$ cat config.mk
export PLATFORM = sky130hd
export DESIGN_NAME = inst_queue
export DESIGN_NICKNAME = d
export VERILOG_FILES = /design/src/rtl/inst_queue_pkg.sv /design/src/rtl/inst_queue_ram.sv /design/src/rtl/inst_queue.sv
export SDC_FILE = /design/constraint.sdc
export NUM_CORES = 1
export LEC_CHECK = 0
export CAP_MARGIN = 20
export CORE_ASPECT_RATIO = 0.75
export CORE_MARGIN = 1.5
export CORE_UTILIZATION = 54
export CTS_CLUSTER_DIAMETER = 200
export DETAILED_ROUTE_END_ITERATION = 10
export MAX_ROUTING_LAYER = met4
export PLACE_DENSITY_LB_ADDON = 0.2
export SLEW_MARGIN = 10
export SYNTH_ARGS = -nofsm -noshare
export SYNTH_HDL_FRONTEND = slang
export SYNTH_SLANG_ARGS = --single-unit
export TNS_END_PERCENT = 50
$ cat constraint.sdc
create_clock -name clk -period 5.7 [get_ports clk]
set_input_delay 1.14 -clock clk [delete_from_list [all_inputs] [get_ports clk]]
set_output_delay 1.14 -clock clk [all_outputs]
set_load 0.1 [all_outputs]
$ cat src/rtl/inst_queue_pkg.sv
// Shared constants and types for the fetch-to-decode instruction queue.
// The queue entry bundles a PC with its instruction word.
package inst_queue_pkg;

    localparam int XLEN = 32;
    localparam logic [XLEN-1:0] IQ_NOP_INST = 32'h0000_0013;

    typedef struct packed {
        logic [XLEN-1:0] pc;
        logic [XLEN-1:0] inst;
    } iq_entry_t;

    localparam int IQ_ENTRY_W = $bits(iq_entry_t);

endpackage

$ cat src/rtl/inst_queue_ram.sv
// Instruction queue storage: one synchronous write port, one async read port.
// No reset on the array; occupancy tracking lives in the parent.
module inst_queue_ram #(
    parameter int DEPTH = 4,
    parameter int WIDTH = 64,
    localparam int AW = $clog2(DEPTH)
) (
    input  logic             clk,
    input  logic             we,
    input  logic [AW-1:0]    waddr,
    input  logic [WIDTH-1:0] wdata,
    input  logic [AW-1:0]    raddr,
    output logic [WIDTH-1:0] rdata
);

    logic [WIDTH-1:0] mem [DEPTH];

    always_ff @(posedge clk) begin
        if (we) begin
            mem[waddr] <= wdata;
        end
    end

    assign rdata = mem[raddr];

endmodule

$ cat src/rtl/inst_queue.sv
// Fetch-to-decode instruction queue: circular buffer with FWFT head output.
// Flush drops all entries; empty queue presents a NOP at PC 0.
module inst_queue
    import inst_queue_pkg::*;
#(
    parameter int              DEPTH    = 4,
    parameter logic [XLEN-1:0] NOP_INST = IQ_NOP_INST,
    localparam int AW = $clog2(DEPTH)
) (
    input  logic            clk,
    input  logic            rst_n,
    input  logic            flush,
    input  logic            if_valid,
    output logic            if_ready,
    input  logic [XLEN-1:0] if_pc,
    input  logic [XLEN-1:0] if_inst,
    output logic            id_valid,
    input  logic            id_ready,
    output logic [XLEN-1:0] id_pc,
    output logic [XLEN-1:0] id_inst,
    output logic [AW:0]     count
);

    localparam logic [AW:0] FULL = AW'(0) + (AW+1)'(DEPTH);

    logic [AW-1:0] wptr;
    logic [AW-1:0] rptr;
    logic [AW:0]   cnt;
    logic          push;
    logic          pop;
    iq_entry_t     wr_entry;
    iq_entry_t     head;
    logic [IQ_ENTRY_W-1:0] rd_data;

    // Handshake readiness comes from registered occupancy only.
    assign if_ready = (cnt != FULL);
    assign id_valid = (cnt != '0);

    assign push = if_valid & if_ready & ~flush;
    assign pop  = id_valid & id_ready & ~flush;

    assign wr_entry.pc   = if_pc;
    assign wr_entry.inst = if_inst;

    inst_queue_ram #(
        .DEPTH (DEPTH),
        .WIDTH (IQ_ENTRY_W)
    ) u_ram (
        .clk   (clk),
        .we    (push),
        .waddr (wptr),
        .wdata (wr_entry),
        .raddr (rptr),
        .rdata (rd_data)
    );

    assign head    = iq_entry_t'(rd_data);
    assign id_pc   = id_valid ? head.pc : '0;
    assign id_inst = id_valid ? head.inst : NOP_INST;
    assign count   = cnt;

    always_ff @(posedge clk or negedge rst_n) begin
        if (!rst_n) begin
            wptr <= '0;
            rptr <= '0;
            cnt  <= '0;
        end else if (flush) begin
            wptr <= '0;
            rptr <= '0;
            cnt  <= '0;
        end else begin
            if (push) begin
                wptr <= wptr + 1'b1;
            end
            if (pop) begin
                rptr <= rptr + 1'b1;
            end
            unique case ({push, pop})
                2'b10:   cnt <= cnt + 1'b1;
                2'b01:   cnt <= cnt - 1'b1;
                default: cnt <= cnt;
            endcase
        end
    end

endmodule

==> out/metrics.cfg <==
[layout]
drive_gt1_frac = 0.1720
syn_to_final_growth_pct = 22.97
final_nets = 684
layout_commonest_cell = edfxtp_1
layout_common_cells = edfxtp_1, clkdlybuf4s50_1, mux4_2
antennaDiodeCount = 0

[synth]
synth-seq-area-share = 0.7687
synth_enable_flop_cells = 256
synth_area_mm2 = 0.01023
synth_flop_cell = edfxtp_1
synth_cell_types = 34
synthArstFlopShare = 0.02662
syn_area_per_cell_um2 = 21.76
synth_warnings = 0
ys_ff_latch = 263
synth_cells = 470
syn-num-nets = 544

[power_and_ir_drop]
p_sw_frac = 0.4131
power.internal_uw = 3871
p_comb_frac = 0.415
net-switching-power_uw = 2724
seq_power_share = 0.352
total_power_uw = 6595
p_leak_uw = 0.003963
powerDensity_mw_per_mm2 = 524.3
pwr-share-clk = 0.233
peakVddDrop_v = 0.0005002

[status]
status = completed

[worst_setup_path]
required_ns = 4.56
start_kind = flip-flop
crit_family = buffers and inverters
crit_type = flip-flop to output port
slowest_stage = clkdlybuf4s50_1
crit_buf_inv = 3
worstPathCellList = nor3_1, buf_4, inv_2, and2_1, clkdlybuf4s50_1
rrSetupSlack_ns = 3.41
arrival_ns = 3.58
cp_slowest_stage_delay_ns = 1.16
end_kind = output port
cp_max_fo = 62

[die]
design.core.area_mm2 = 0.01851
dieArea_mm2 = 0.01979
pin_count = 138
fp.dieW_um = 161.9
rows = 43
start_util = 0.5527
die_h_um = 122.2

[clocking]
clkSlewWorstSetupHoldPaths_ns = 0.06
cts-hold-fix-buffers = 0
cts_setup_buffers = 0
clock_latency_ns = 0.50
cts.repair.resized = 0
clockRootBuffer = clkbuf_16
cts.sinks = 263
max-clock-path-buffers = 3
tritoncts.num_buffers = 25
htreeDepth = 1
tritoncts = done

[route]
drt.antenna.violating_nets = 0
drt-wirelength-per-cell_um = 20.56
via_count = 4835
drc = 0
dr.pass1.iters = 4
first_iter_violations = 268
routed_wl_um = 17990
viasPerCell = 5.526

[global_routing]
grt_pass1_vias = 5017
grt_pass1_wl_um = 27770
track_usage = 0.1942
grt_start_max_net_pins = 66
antenna_found_initial = 0
overflow = 0

[timing]
period_share = 0.8289
slew_violations = 0
finalClockSkew_ns = 0.01500
setup_viol = 0
maxSlewHeadroom = 0.3338
hold_viol_final = 0
tightestPinTransition_ns = 0.9962
min_period_ns = 4.725
rsz0062_at_grt = no
setup_tns_ns = 0
max_freq_mhz = 211.6

[min_path]
min_path_type = flip-flop to flip-flop

[placement]
gp_congestion = 0.7613
portBuffers = 137
place_hpwl_um = 9973

[flow_run]
maxCapViolations = 0

==> stage by stage <==
stage / cells / hold WS (ns) / cell area (um2) / setup WS, ns / utilization
floorplan: 470 / 0.5573 / 10230 / 1.338 / -
global placement: 830 / 0.5688 / 11810 / 1.486 / 0.6380
finish: 875 / 0.6215 / 12580 / 0.9751 / 0.6796
CTS: 875 / 0.6206 / 12580 / 0.9311 / 0.6796
detailed placement: 830 / 0.6104 / 11810 / 1.470 / 0.6380
global route: 875 / 0.6598 / 12580 / 0.7637 / 0.6796
==> routing by layer <==
metal,up-vias,global-route usage,wire [um]
li1,2191,-,-
met1,2476,0.2682,7999
met2,142,0.3114,8763
met3,26,0.03371,958
met4,0,0.04014,271
met5,-,-,0
==> registers in the layout, summed over array words and instances, names as in the netlist <==
register and flops:
wptr 2, rptr 2, u_ram.mem 256, count 3
==> cell usage after synthesis, types with 2 or more instances <==
cell type  count  share of area
nor3b_1        2         0.0015
o22ai_1        2         0.0012
a21oi_1        4         0.0020
ha_1           4         0.0049
buf_2         10         0.0049
buf_4          2         0.0015
edfxtp_1     256           0.75
buf_6          5         0.0055
and3_1         4         0.0024
nand2b_1       3         0.0018
clkbuf_1       9         0.0033
nor2_1         3         0.0011
dfrtp_1        7          0.017
xor2_1         2         0.0017
nor3_1         2        0.00098
inv_1          7         0.0026
nand3_1        4         0.0020
mux4_2        64           0.14
or2_1          3         0.0018
o21ai_0        2        0.00098
and2_1        62          0.038
==> worst min-delay path: stages, from the launching register on <==
cell     delay [ns]
dfrtp_1        0.42
o21ai_0        0.09
a21oi_1        0.07
==> area by class of cell <==
type | count | area (um2)
Clock buffer | 38 | 714.4
Multi-Input combinational cell | 174 | 2205
Fill cell | 1210 | 5929
Sequential cell | 263 | 7870
Timing Repair Buffer | 139 | 1399
Clock inverter | 7 | 55.05
Tap cell | 247 | 309.0
Inverter | 7 | 26.28
==> path summary, 6_finish.rpt <==
kind | from | end | cells after the start
setup / recovery | count[1] | id_pc[15] | 5
hold / removal | wptr[0] | wptr[0] | 2
setup reg to reg | count[1] | count[1] | 6
hold reg to reg | wptr[0] | wptr[0] | 2
max in group asynchronous | rst_n | rptr[1] | 1
min in group asynchronous | rst_n | wptr[1] | 1
==> cell families after synthesis <==
| logic type | count (synthesis) | share of synthesized area |
|---|---|---|
| DFF | 263 | 0.7687 |
| muxes | 65 | 0.1420 |
| and+or+nand+nor | 84 | 0.04991 |
| xor gates and xnor gates | 2 | 0.001713 |
| buffers and inverters | 33 | 0.01774 |
| AOI/OAI and AO/OA | 18 | 0.01309 |
| adders and majority gates | 5 | 0.006850 |
==> power groups by stage <==
stage                     registers (uW)  logic [uW]  clock network, uW
after global placement              2360        2740                  0
final                               2320        2740               1540
after global routing                2340        2830               1650
after detailed placement            2370        2750                  0
after floorplan                     2320        2190                  0
after CTS                           2330        2760               1570
(Power assumes the default switching activity.)
